==> config.mk <==
export PLATFORM = sky130hd
export DESIGN_NAME = btn_conditioner_flat
export DESIGN_NICKNAME = d
export VERILOG_FILES = /design/src/rtl/btn_conditioner_if.sv /design/src/rtl/btn_conditioner.sv /design/src/flat_wrapper.sv
export SDC_FILE = /design/constraint.sdc
export NUM_CORES = 1
export LEC_CHECK = 0
export ABC_AREA = 1
export CAP_MARGIN = 40
export CORE_ASPECT_RATIO = 0.9
export CORE_MARGIN = 5
export CORE_UTILIZATION = 35
export DETAILED_ROUTE_END_ITERATION = 12
export PLACE_DENSITY_LB_ADDON = 0.25
export SETUP_SLACK_MARGIN = 0.5
export SLEW_MARGIN = 20
export SYNTH_ARGS = -nofsm -noshare
export SYNTH_HDL_FRONTEND = slang
export SYNTH_SLANG_ARGS = --single-unit
==> constraint.sdc <==
create_clock -name CLK100MHZ -period 1.43 [get_ports CLK100MHZ]
set_clock_uncertainty 0.15 [all_clocks]
set_input_delay 0.143 -clock CLK100MHZ [delete_from_list [all_inputs] [get_ports CLK100MHZ]]
set_output_delay 0.143 -clock CLK100MHZ [all_outputs]
set_load 0.01 [all_outputs]
==> src/rtl/btn_conditioner_if.sv <==
// Front-panel button bundle between the board pins and the game core.
// The board side drives btn_raw; the conditioner drives the cleaned outputs.
interface btn_conditioner_if #(
    parameter int N_BTN = 4
);
    logic [N_BTN-1:0] btn_raw;
    logic [N_BTN-1:0] btn_level;
    logic [N_BTN-1:0] btn_press;
    logic [N_BTN-1:0] btn_release;
    logic             any_press;
    logic [N_BTN-1:0] dir_onehot;

    modport master (
        output btn_raw,
        input  btn_level,
        input  btn_press,
        input  btn_release,
        input  any_press,
        input  dir_onehot
    );

    modport slave (
        input  btn_raw,
        output btn_level,
        output btn_press,
        output btn_release,
        output any_press,
        output dir_onehot
    );
endinterface

==> src/rtl/btn_conditioner.sv <==
// Per-button synchroniser, counter debounce, press/release pulses and last-pressed one-hot.
// Optional auto-repeat of press pulses while held is compiled in with `define BTN_AUTOREPEAT_EN.
module btn_conditioner #(
    parameter int N_BTN           = 4,
    parameter int DEBOUNCE_CYCLES = 1000000,
    parameter int REPEAT_DELAY    = 50000000,
    parameter int REPEAT_PERIOD   = 10000000
) (
    input logic              CLK100MHZ,
    input logic              reset,
    btn_conditioner_if.slave btn
);
    localparam int CNT_W = $clog2(DEBOUNCE_CYCLES + 1);
    localparam logic [CNT_W-1:0] CNT_LAST = CNT_W'(DEBOUNCE_CYCLES - 1);

`ifdef BTN_AUTOREPEAT_EN
    localparam int RPT_MAX = (REPEAT_DELAY > REPEAT_PERIOD) ? REPEAT_DELAY : REPEAT_PERIOD;
    localparam int RPT_W   = $clog2(RPT_MAX + 1);
    localparam logic [RPT_W-1:0] RPT_DELAY_LAST  = RPT_W'(REPEAT_DELAY - 1);
    localparam logic [RPT_W-1:0] RPT_PERIOD_LAST = RPT_W'(REPEAT_PERIOD - 1);
`endif

    if (N_BTN < 1 || N_BTN > 16 || DEBOUNCE_CYCLES < 1 ||
        REPEAT_DELAY < 1 || REPEAT_PERIOD < 1) begin : g_bad_params
        $error("btn_conditioner: parameter out of range");
    end

    function automatic logic [N_BTN-1:0] lowest_onehot(input logic [N_BTN-1:0] v);
        logic [N_BTN-1:0] neg;
        neg = ~v + N_BTN'(1);
        return v & neg;
    endfunction

    logic [N_BTN-1:0] level_v;
    logic [N_BTN-1:0] press_v;
    logic [N_BTN-1:0] release_v;
    logic [N_BTN-1:0] dir_p4;

    for (genvar i = 0; i < N_BTN; i++) begin : g_ch
        logic             sync1_p0;
        logic             sync2_p1;
        logic             stable_p2;
        logic [CNT_W-1:0] cnt_p2;
        logic             press_p3;
        logic             release_p3;
        logic             accept_c;
        logic             rpt_fire_c;

        // A change is accepted on the edge that would take the counter to DEBOUNCE_CYCLES.
        assign accept_c = (sync2_p1 != stable_p2) && (cnt_p2 == CNT_LAST);

        // stage p0/p1: two-flop synchroniser; p2: debounce; p3: edge pulses
        always_ff @(posedge CLK100MHZ) begin
            if (reset) begin
                sync1_p0   <= 1'b0;
                sync2_p1   <= 1'b0;
                stable_p2  <= 1'b0;
                cnt_p2     <= '0;
                press_p3   <= 1'b0;
                release_p3 <= 1'b0;
            end else begin
                sync1_p0 <= btn.btn_raw[i];
                sync2_p1 <= sync1_p0;
                if (sync2_p1 == stable_p2) begin
                    cnt_p2 <= '0;
                end else if (accept_c) begin
                    stable_p2 <= sync2_p1;
                    cnt_p2    <= '0;
                end else begin
                    cnt_p2 <= cnt_p2 + CNT_W'(1);
                end
                press_p3   <= (accept_c && sync2_p1) || rpt_fire_c;
                release_p3 <= accept_c && !sync2_p1;
            end
        end

`ifdef BTN_AUTOREPEAT_EN
        logic [RPT_W-1:0] rpt_cnt_p2;
        logic             rpt_first_p2;
        logic [RPT_W-1:0] rpt_last_c;

        // The accept guard keeps the release cycle free of a repeat pulse.
        assign rpt_last_c = rpt_first_p2 ? RPT_DELAY_LAST : RPT_PERIOD_LAST;
        assign rpt_fire_c = stable_p2 && !accept_c && (rpt_cnt_p2 == rpt_last_c);

        always_ff @(posedge CLK100MHZ) begin
            if (reset) begin
                rpt_cnt_p2   <= '0;
                rpt_first_p2 <= 1'b0;
            end else if (accept_c) begin
                rpt_cnt_p2   <= '0;
                rpt_first_p2 <= 1'b1;
            end else if (rpt_fire_c) begin
                rpt_cnt_p2   <= '0;
                rpt_first_p2 <= 1'b0;
            end else if (stable_p2) begin
                rpt_cnt_p2 <= rpt_cnt_p2 + RPT_W'(1);
            end
        end
`else
        assign rpt_fire_c = 1'b0;
`endif

        assign level_v[i]   = stable_p2;
        assign press_v[i]   = press_p3;
        assign release_v[i] = release_p3;
    end

    // stage p4: last-pressed direction, lowest index wins on simultaneous presses
    always_ff @(posedge CLK100MHZ) begin
        if (reset) begin
            dir_p4 <= '0;
        end else if (|press_v) begin
            dir_p4 <= lowest_onehot(press_v);
        end
    end

    assign btn.btn_level   = level_v;
    assign btn.btn_press   = press_v;
    assign btn.btn_release = release_v;
    assign btn.any_press   = |press_v;
    assign btn.dir_onehot  = dir_p4;

endmodule

==> src/flat_wrapper.sv <==
// flat-port wrapper written by rule: the top's interface ports become plain ports
module btn_conditioner_flat 
#(
    parameter int N_BTN           = 4,
    parameter int DEBOUNCE_CYCLES = 1000000,
    parameter int REPEAT_DELAY    = 50000000,
    parameter int REPEAT_PERIOD   = 10000000
)
  (CLK100MHZ, reset, btn_btn_raw, btn_btn_level, btn_btn_press, btn_btn_release, btn_any_press, btn_dir_onehot);
  btn_conditioner_if #(.N_BTN(N_BTN)) btn_i ();
  input logic CLK100MHZ;
  input logic reset;
  input wire logic [$bits(btn_i.btn_raw)-1:0] btn_btn_raw;
  output wire logic [$bits(btn_i.btn_level)-1:0] btn_btn_level;
  output wire logic [$bits(btn_i.btn_press)-1:0] btn_btn_press;
  output wire logic [$bits(btn_i.btn_release)-1:0] btn_btn_release;
  output wire logic [$bits(btn_i.any_press)-1:0] btn_any_press;
  output wire logic [$bits(btn_i.dir_onehot)-1:0] btn_dir_onehot;
  assign btn_i.btn_raw = btn_btn_raw;
  assign btn_btn_level = btn_i.btn_level;
  assign btn_btn_press = btn_i.btn_press;
  assign btn_btn_release = btn_i.btn_release;
  assign btn_any_press = btn_i.any_press;
  assign btn_dir_onehot = btn_i.dir_onehot;
  btn_conditioner #(.N_BTN(N_BTN), .DEBOUNCE_CYCLES(DEBOUNCE_CYCLES), .REPEAT_DELAY(REPEAT_DELAY), .REPEAT_PERIOD(REPEAT_PERIOD)) u_core (.CLK100MHZ(CLK100MHZ), .reset(reset), .btn(btn_i));
endmodule
==> metrics.txt <==
sequential share of power 0.539; number of endpoints failing setup at the final stage 64; worst-case setup margin in the final layout -0.0832 ns; area share of the leading cell type in the synthesized netlist 0.394; master of the slowest instance on the critical path sky130_fd_sc_hd__dfxtp_2; count of vias placed by the detailed router 4817; wire length of the first global-routing pass 20900 µm; Max-slew headroom 0.794; Pwr Total around 0.0054 W; class of the most critical hold timing path input port to register; area of the mapped netlist about 5300 µm²; worst setup path class register to register; post-synthesis net count about 760; Clk Latency, worst-skew pair between 0.3 and 0.4 ns; hold slack 0.150 ns; global-route congestion overflow total 0; number of port buffers 22; post-route ant nets 0; Critical Path AT roughly 1.6 ns; reg-to-reg setup timing slack -0.08 ns; Starting Density 0.357; 1st-iter DRT viols around 340; end point of the worst hold path u_core.g_ch[1].sync1_p0$_SDFF_PP0_; die outline area around 18000 µm²; Max IR drop VDD 0.614 mV; Area Growth Syn to Fin 49.2%; wire per inst approximately 12 µm; first-pass iteration count of the detailed router 4; crit share post-route 1.06; initial antenna violation count 0; violations in the final reports setup timing; area of the core approximately 15000 µm²; Worst-Margin Slew between 0.3 and 0.4 ns; ant diodes 0; vias in the first global route between 4000 and 5000; clock edge transition at the registers on the reported setup and hold paths around 0.07 ns; worst-path cell chain inv_2 -> nor2_2 -> nand2_1 -> nor2_1 -> nand3_1 -> nand3_2 -> buf_6 -> buf_6 -> buf_12 -> nor2_2; biggest area consumer among synthesized cells sky130_fd_sc_hd__dfxtp_1; number of sinks on the clock net between 100 and 150; cell-internal power ~0.0042 W; hold buffer count at cts 0; min cycle time layout roughly 1.5 ns; Switch Pwr 0.00121 W; maximum number of pins on one net before global-route repair 21; Gate power share 0.035; worst reg2reg path startpoint u_core.g_ch[2].cnt_p2[9]$_SDFF_PP0_; Static Leak around 2.7 nW; Switching Share 0.224; largest incremental delay on the critical path roughly 0.33 ns; total number of H-tree levels 3; cell count of the worst reg-to-reg path 10; vias per inst ~4.5; result of the run finished with violations; Setup TNS -1.67 ns; number of distinct library cells after synthesis 30; Post-Syn Area per Cell 7.01 µm²; Synth Warn # 0; sequential cell area fraction in the yosys report 0.394; floorplan row count 42; unrepaired setup endpoints after global routing true; top cells by area in the synthesized netlist sky130_fd_sc_hd__dfxtp_1 39%, sky130_fd_sc_hd__nand2_1 12%, sky130_fd_sc_hd__nor2_1 12%; IO Pins 23; register bit total from synthesis approximately 100; critical path launch point type register; Max Transition Viols Final 0; clock buffers created by TritonCTS 9; final-stage net count ~870; clock tree from TritonCTS built; category of the worst setup path capture point register; worst reg2reg endpoint u_core.g_ch[2].cnt_p2[6]$_SDFF_PP0_; layout filler cell count between 1000 and 1500; worst slack after detailed placement -0.0700 ns; power per unit of standard cell area 682 nW/µm²; synthesized instance count between 700 and 800; Hold Crit Depth 3; GRT Overall Usage 0.143; die span in y between 100 and 150 µm; crit-path max FO 5; HPWL reported at the end of detailed placement ~8300 µm; clk root buf sky130_fd_sc_hd__clkbuf_16; max-cap viol count 0; wirelength, routed approximately 13000 µm; fraction of layout cells with a size suffix above 1 0.501; Required @ worst endpoint between 1.5 and 2 ns; Clk pwr share 0.426; DR DRC count 0; clk buf depth 2; final count of hold timing violations 0; Max Clk Rate 661 MHz; die span in x about 140 µm; gpl congestion around 0.84; worst min-delay path startpoint btn_btn_raw[1]
==> cells in the mapped netlist <==
cell type,instances
sky130_fd_sc_hd__or2_2,3
sky130_fd_sc_hd__o21ai_1,1
sky130_fd_sc_hd__buf_6,2
sky130_fd_sc_hd__inv_2,10
sky130_fd_sc_hd__inv_1,69
sky130_fd_sc_hd__o21bai_1,2
sky130_fd_sc_hd__a21oi_2,8
sky130_fd_sc_hd__nand3_2,8
sky130_fd_sc_hd__or2_0,4
sky130_fd_sc_hd__nor2_2,24
sky130_fd_sc_hd__xnor2_1,17
sky130_fd_sc_hd__and2_1,1
sky130_fd_sc_hd__nand2_2,13
sky130_fd_sc_hd__nand4_1,15
sky130_fd_sc_hd__dfxtp_1,104
sky130_fd_sc_hd__nor3_1,5
sky130_fd_sc_hd__o21ai_0,3
sky130_fd_sc_hd__a21oi_1,21
sky130_fd_sc_hd__nand2_1,173
sky130_fd_sc_hd__xor2_1,25
sky130_fd_sc_hd__buf_4,18
sky130_fd_sc_hd__nor2_4,8
sky130_fd_sc_hd__clkbuf_1,2
sky130_fd_sc_hd__nand3b_1,6
sky130_fd_sc_hd__nand3_4,1
sky130_fd_sc_hd__nor2_1,166
sky130_fd_sc_hd__nand3_1,38
sky130_fd_sc_hd__ha_1,4
sky130_fd_sc_hd__clkinv_1,1
sky130_fd_sc_hd__or2_1,1
==> flip-flops by register name, indices dropped and copies added (netlist names) <==
register,count
u_core.g_ch.press_p3,4
u_core.g_ch.cnt_p2,80
u_core.g_ch.sync1_p0,4
u_core.btn.dir_onehot,4
u_core.g_ch.sync2_p1,4
u_core.g_ch.stable_p2,4
u_core.g_ch.release_p3,4
==> through the flow <==
step | util | instances | area (µm²)
3_3_place_gp | 0.421 | 997 | 6220
3_5_place_dp | 0.421 | 997 | 6220
5_1_grt | 0.533 | 1065 | 7870
2_1_floorplan | - | 753 | 5520
6_report | 0.533 | 1065 | 7870
4_1_cts | 0.487 | 1049 | 7190
==> cells in the final DEF (no fill, tap or decap), drive strengths merged, types with 2 or more instances in the layout <==
cell type	n
nor2	198
nand2	186
buf	111
dfxtp	104
inv	80
nand3	47
a21oi	29
xor2	25
xnor2	17
nand4	15
clkbuf	15
or2	8
nand3b	6
clkdlybuf4s50	5
nor3	5
ha	4
o21ai	4
clkinv	3
o21bai	2
clkinvlp	2
==> repair_timing <==
item / in CTS / in global routing
gates resized for setup: 202 / 142
setup endpoints to repair: 113 / 113
pin swaps: 33 / 40
gates cloned: 5 / 5
setup buffers: 31 / 11
==> worst max path at each step <==
stage	startpoint	end	slack, ns	cells past startpoint
2_1_floorplan	u_core.g_ch[1].cnt_p2[1]$_SDFF_PP0_	u_core.g_ch[1].cnt_p2[10]$_SDFF_PP0_	0.05	7
3_3_place_gp	reset	u_core.g_ch[1].cnt_p2[6]$_SDFF_PP0_	-0.07	6
3_5_place_dp	reset	u_core.g_ch[1].cnt_p2[5]$_SDFF_PP0_	-0.07	6
4_1_cts	u_core.g_ch[0].press_p3$_SDFF_PP0_	btn_any_press	-0.08	5
5_1_grt	u_core.g_ch[2].cnt_p2[14]$_SDFF_PP0_	u_core.g_ch[2].cnt_p2[2]$_SDFF_PP0_	-0.17	10
6_report	u_core.g_ch[2].cnt_p2[9]$_SDFF_PP0_	u_core.g_ch[2].cnt_p2[6]$_SDFF_PP0_	-0.08	10
==> routing by layer <==
layer | track usage | vias to the layer above | routed length (µm)
met5 | 0 | - | 0
met4 | 0.0334 | 0 | 178
met3 | 0.0391 | 13 | 437
met2 | 0.231 | 61 | 6310
met1 | 0.190 | 2209 | 6180
li1 | - | 2534 | -
==> critical path: cells and delay by family, from the launching register on <==
family                 cells  cell delay, ns
buffers and inverters      4            0.38
DFF                        1            0.33
and+or+nand+nor            6            0.54
==> power groups by stage <==
stage	logic (W)	registers, W	clock network [W]
after floorplan	0.0000581	0.00298	0
after global placement	0.000105	0.00298	0
after detailed placement	0.000106	0.00298	0
after CTS	0.000150	0.00291	0.00237
after global routing	0.000201	0.00290	0.00250
final	0.000187	0.00290	0.00229
==> cell families after synthesis <==
| kind of cell | Yosys count | share of synthesized area |
|---|---|---|
| AO/OA/AOI/OAI | 35 | 0.0398 |
| XOR/XNOR | 42 | 0.0697 |
| adder cells (fa/ha/maj) | 4 | 0.00948 |
| buffers and inverters | 102 | 0.0882 |
| flip-flops | 104 | 0.395 |
| AND/OR/NAND/NOR | 466 | 0.398 |
==> cell type report <==
cell class              instances  area (µm²)  area share
well taps                     198         248      0.0315
inverters                      80         309      0.0393
clock buffers                  11         233      0.0296
flip-flops and latches        104        2200       0.279
multi-input cells             547        3570       0.453
clock inverters                 5        33.8     0.00429
repair buffers                120        1290       0.163
(Power assumes the default switching activity.)
==> edit 1, RTL diff (config.mk and constraints unchanged) <==
The option `BTN_AUTOREPEAT_EN` is turned on by a define.
--- a/src/rtl/btn_conditioner.sv
+++ b/src/rtl/btn_conditioner.sv
@@ -1,5 +1,7 @@
 // Per-button synchroniser, counter debounce, press/release pulses and last-pressed one-hot.
 // Optional auto-repeat of press pulses while held is compiled in with `define BTN_AUTOREPEAT_EN.
+`define BTN_AUTOREPEAT_EN
+
 module btn_conditioner #(
     parameter int N_BTN           = 4,
     parameter int DEBOUNCE_CYCLES = 1000000,
Formal check against the unedited RTL: same outputs for any inputs over 10 cycles, from zero or initial values and one cycle with reset high; that may be too few to reach the edited logic, so the function may still have changed.
==> edit 1 against the original RTL <==
  * Worst setup slack worse by 300 ps
  * Routed wire length grew to 2.5 times the old value
  * Sequential cell count rose by 108
  * First-iteration DRC count up 48%
  * Area after synthesis increased by 110%
  * Power is 140% higher
  * The run still ends with negative setup slack left
  * Final area rose by 140%
  * Largest cell class unchanged
  * Critical path type unchanged
  * Via count increased by 150%
==> edit 1: results (changes against the original RTL) <==
Global route
  – Met1 GRT Util: 22.7% (+3.6 points)
  – GRT Util Overall: 16.7% (+2.4 points)
  – GR Util met2: 28.3% (+5.2 points)
  – Global-route wire length before repair: 51,800 µm (+150%)
  – Met3 usage in global routing: 2.47% (-1.4 points)
  – Initial antenna violation count: 0 (unchanged)
  – Vias in the first global route: 11,310 (+160%)
  – Largest net degree at the start of global routing: 26 (+24%)

Yosys
  – Synth cell types: 40 (+33%)
  – Post-synth top cells: 333 x nand2_1, 330 x nor2_1, 212 x dfxtp_1
  – Synth top area cells: dfxtp_1 38%, nand2_1 11%, nor2_1 11%
  – Register area share after synthesis: 37.5% (-1.9 points)
  – Synth warn: 0 (unchanged)
  – Cells after Synth: 1,627 (+120%)

Layout
  – Final nets: 2,150 (+150%)
  – Share of cells above drive strength 1: 50.1% (about the same)
  – Area Overhead vs Synth: 68.4%
  – Largest regs: u_core.g_ch.rpt_cnt_p2 (104), u_core.g_ch.cnt_p2 (80)
  – # diodes: 0 (unchanged)
  – Fill cells: 2,699 (+95%)

Placement
  – Post-DP HPWL: 21,400 µm (+160%)
  – DP Cell Count: 2,420 (+140%)
  – Dpl ws: -305 ps (-235 ps)
  – Placed inst area: 15,300 µm² (+150%)
  – Gpl congestion: 0.884 (+5.8%)

Critical path
  – Slowest cell delay on critical path: 320 ps
  – Worst EP arrival: 2110 ps (+500 ps)
  – R2R cell count: 9 (-1)
  – Slowest CP cell: dfxtp_2
  – CP delay by family, top: simple AND/OR/NAND/NOR gates

Detailed routing
  – Routed wire length: 32,800 µm (+150%)
  – Met2 routed WL: 16,200 µm (+160%)
  – Met3 wire length: 1010 µm (+130%)
  – Via density: 4.61 (+2.0%)
  – Vias post-DR: 11,864 (+150%)
  – Wl on met1: 15,100 µm (+140%)
  – Detailed Route Iter0 Violations: 497 (+48%)
  – TritonRoute pass-1 iters: 6 (+2)
  – DR top layer: met4

STA
  – Setup ws final: -381 ps (-298 ps)
  – Setup TNS: -47,770 ps (-46,100 ps)
  – Final setup fails: 204 (+220%)
  – Worst-Margin Slew: 380 ps (+71.6 ps)

CTS
  – Later-pin clock latency in the skew report: 550 ps (+190 ps)
  – CTS buffer count: 25 (+16)
  – Clk root buf: clkbuf_16
  – Longest Clk Path Bufs: 3 (+1)
  – CTS H-tree lvls: 1 (-2)

Run status
  – Failing checks: negative setup slack
  – Status: complete, but fails checks

Worst hold path
  – Class of the worst hold path: in2reg
  – Hold Path Cell Cnt: 3 (unchanged)

Power and ir drop
  – VDD IR max: 0.00101 V (+64%)
  – P_leak: 7.33 nW (+170%)
[edit 1: changes by cell type after synthesis, sizes merged, moves of 15 or more]
cell   delta
buf      +15
dfxtp   +108
inv     +112
nand2   +170
nand3    +68
nand4    +43
nor2    +195
nor3     +59
xnor2    +16
xor2     +40
[edit 1: tightest hold or removal path, stage by stage]
cell             delay, ps
clkdlybuf4s50_1        420
inv_1                   70
nor2_1                  40
[edit 1: where the power goes]
group          switching (mW)  internal, mW
Sequential             0.0106          5.89
Combinational           0.248         0.225
Clock                    2.68          4.06
[edit 1: final timing paths]
kind                                   from                  endpoint  slack, ps
setup / recovery  u_core.g_ch[2].cnt_p2[19]  u_core.g_ch[2].cnt_p2[3]       -380
hold / removal               btn_btn_raw[1]   u_core.g_ch[1].sync1_p0         30
setup reg to reg  u_core.g_ch[2].cnt_p2[19]  u_core.g_ch[2].cnt_p2[3]       -380
hold reg to reg     u_core.g_ch[3].sync1_p0   u_core.g_ch[3].sync2_p1        240
[edit 1: cells by family after synthesis]
logic type	share of synthesized area (%)
simple gates	41.8
buf+inv	8.98
flops	37.5
xor+xnor	7.59
compound gates	2.87
fa+ha+maj	0.885
mux	0.354
[edit 1: timing repair]
action                                  CTS  global route
endpoints found under the setup margin  221           221
gates cloned                              5            10
resized for setup                       303           288
hold buffers                              1             0
endpoints found under the hold margin     2             0
buffers inserted                         51            38
pin swaps                                75            96
[edit 1: area by class of cell]
cell class,instances,share of cell area (%)
Tap cell,416,2.73
Clock buffer,31,3.51
Clock inverter,15,0.999
Multi-Input combinational cell,1186,41.4
Sequential cell,212,23.1
Timing Repair Buffer,518,24.4
Inverter,193,3.87
==> edit 2, RTL diff (same flow settings) <==
Made on the original files. `N_BTN` is set to 4 in 3 places; all go to 5.
--- a/src/rtl/btn_conditioner_if.sv
+++ b/src/rtl/btn_conditioner_if.sv
@@ -1,7 +1,7 @@
 // Front-panel button bundle between the board pins and the game core.
 // The board side drives btn_raw; the conditioner drives the cleaned outputs.
 interface btn_conditioner_if #(
-    parameter int N_BTN = 4
+    parameter int N_BTN = 5
 );
     logic [N_BTN-1:0] btn_raw;
     logic [N_BTN-1:0] btn_level;
--- a/src/rtl/btn_conditioner.sv
+++ b/src/rtl/btn_conditioner.sv
@@ -1,7 +1,7 @@
 // Per-button synchroniser, counter debounce, press/release pulses and last-pressed one-hot.
 // Optional auto-repeat of press pulses while held is compiled in with `define BTN_AUTOREPEAT_EN.
 module btn_conditioner #(
-    parameter int N_BTN           = 4,
+    parameter int N_BTN           = 5,
     parameter int DEBOUNCE_CYCLES = 1000000,
     parameter int REPEAT_DELAY    = 50000000,
     parameter int REPEAT_PERIOD   = 10000000
--- a/src/flat_wrapper.sv
+++ b/src/flat_wrapper.sv
@@ -1,7 +1,7 @@
 // flat-port wrapper written by rule: the top's interface ports become plain ports
 module btn_conditioner_flat 
 #(
-    parameter int N_BTN           = 4,
+    parameter int N_BTN           = 5,
     parameter int DEBOUNCE_CYCLES = 1000000,
     parameter int REPEAT_DELAY    = 50000000,
     parameter int REPEAT_PERIOD   = 10000000
Ports: changed (5 resized); port bits go from 23 to 28. The function was not compared with the original's and may differ.
==> edit 2 against the original RTL <==
  * Area after synthesis is 22% higher
  * Final area is 35% higher
  * Utilization is 5.0 points higher
  * The flow still finishes with violations (negative setup slack)
  * First-iteration DRC count is 6.5% lower
  * Sequential cell count is 26 higher
  * Register-to-register slack worse by 50 ps
  * Routed wire length is 36% higher
  * Clock power is 120% higher
  * Count of clock-buffer cells in the layout is 7 higher
  * Non-clock buffer count is 62 higher
  * Power is 68% higher
  * Worst setup slack worse by 71 ps
==> edit 2: results (changes against the original RTL) <==
Yosys
  – Post-synth top cells: 226 x nor2_1, 211 x nand2_1, 130 x dfxtp_1
  – Post-synthesis compound-gate area fraction: 3.55% (-0.43 points)
  – Synth cell types: 29 (-3.3%)
  – Adder-Cell Fraction of Synth Area: 0.971% (+0.023 points)
  – Mapped Nets: 951 (+25%)
  – Register area share after synthesis: 40.4% (+0.94 points)
  – XOR/XNOR Fraction of Synth Area: 7.20% (+0.23 points)
  – Synth top area cells: dfxtp_1 40%, nor2_1 13%, nand2_1 12%

Critical path
  – Crit path from: u_core.g_ch[0].press_p3
  – Reg2reg setup slack: -130 ps (-50 ps)
  – CP endpoint: btn_any_press
  – Critical R2R Capture: u_core.g_ch[3].cnt_p2[7]
  – Worst flop-to-flop path startpoint: u_core.g_ch[3].cnt_p2[0]
  – CP max FO: 2 (-3)
  – R2R cell count: 7 (-3)
  – Worst EP arrival: 1290 ps (-320 ps)

Worst hold path
  – HP Start: btn_btn_raw[3]
  – Hold Path Sink: u_core.g_ch[3].sync1_p0
  – Class of the worst hold path: in2reg

Run status
  – Status: complete, but fails checks
  – Failing checks: negative setup slack

CTS
  – Post-CTS resize count: 277 (+37%)
  – Post-CTS Repair Setup Buffers: 41 (+32%)
  – CTS buffer count: 17 (+8)
  – CTS H-tree lvls: 4 (+1)

Power and ir drop
  – Switching power: 1.79 mW (+48%)
  – P_leak: 3.83 nW (+43%)
  – Power Internal: 7.23 mW (+74%)
  – VDD IR max: 0.000696 V (+13%)
  – Comb pwr share: 3.0% (-0.5 points)
  – Reg power frac: 40.1% (-14 points)

Detailed routing
  – Vias post-DR: 6,322 (+31%)
  – TritonRoute pass-1 iters: 6 (+2)
  – Wl on met1: 8250 µm (+33%)
  – Met2 routed WL: 8660 µm (+37%)
  – Detailed Route Iter0 Violations: 314 (-6.5%)
  – Met3 wire length: 609 µm (+39%)
  – Routed wire length: 17,800 µm (+36%)

Global route
  – Global-route wire length before repair: 27,900 µm (+34%)
  – Met1 GRT Util: 21.1% (+2.1 points)
  – Largest net degree at the start of global routing: 17 (-19%)
  – GRT Util Overall: 16.0% (+1.7 points)
  – Met3 usage in global routing: 3.24% (-0.67 points)
  – Vias in the first global route: 5,914 (+34%)

Layout
  – Fill cells: 1,546 (+11%)
  – Final nets: 1,124 (+29%)
  – Share of cells above drive strength 1: 51.0% (+0.96 points)
  – Largest register FFs: 100 (+25%)

STA
  – Final setup fails: 81 (+27%)
  – Setup ws final: -155 ps (-71.3 ps)
  – Final hold slack: 120 ps (-30.3 ps)

Placement
  – I/O Buffers: 27 (+23%)
  – Gpl congestion: 0.852 (+1.9%)
  – Post-DP HPWL: 10,900 µm (+32%)
## edit 2: cells by family after synthesis
| kind of cell | Yosys count |
|---|---|
| simple gates | 585 |
| buf+inv | 122 |
| compound gates | 44 |
| xor+xnor | 53 |
| fa+ha+maj | 5 |
| flops | 130 |
## edit 2: cell type report
cell class | instances | share of cell area [%]
multi-input combinational | 687 | 42.9
sequential | 130 | 26.0
timing repair buffer | 182 | 18.0
clock buffer | 18 | 4.13
inverter | 94 | 3.69
tap | 245 | 2.88
clock inverter | 14 | 2.43
## edit 2: per-stage QoR
| step | instance area, µm² | worst slack (ps) | setup TNS, ps | cells |
|---|---|---|---|---|
| 4_1_cts | 9790 | -167 | -2830 | 1355 |
| 3_5_place_dp | 7910 | -67.0 | -3570 | 1272 |
| 2_1_floorplan | 6830 | 119 | 0 | 939 |
| 3_3_place_gp | 7910 | -59.6 | -2580 | 1272 |
| 5_1_grt | 10600 | -218 | -11180 | 1370 |
| 6_report | 10600 | -155 | -5330 | 1370 |
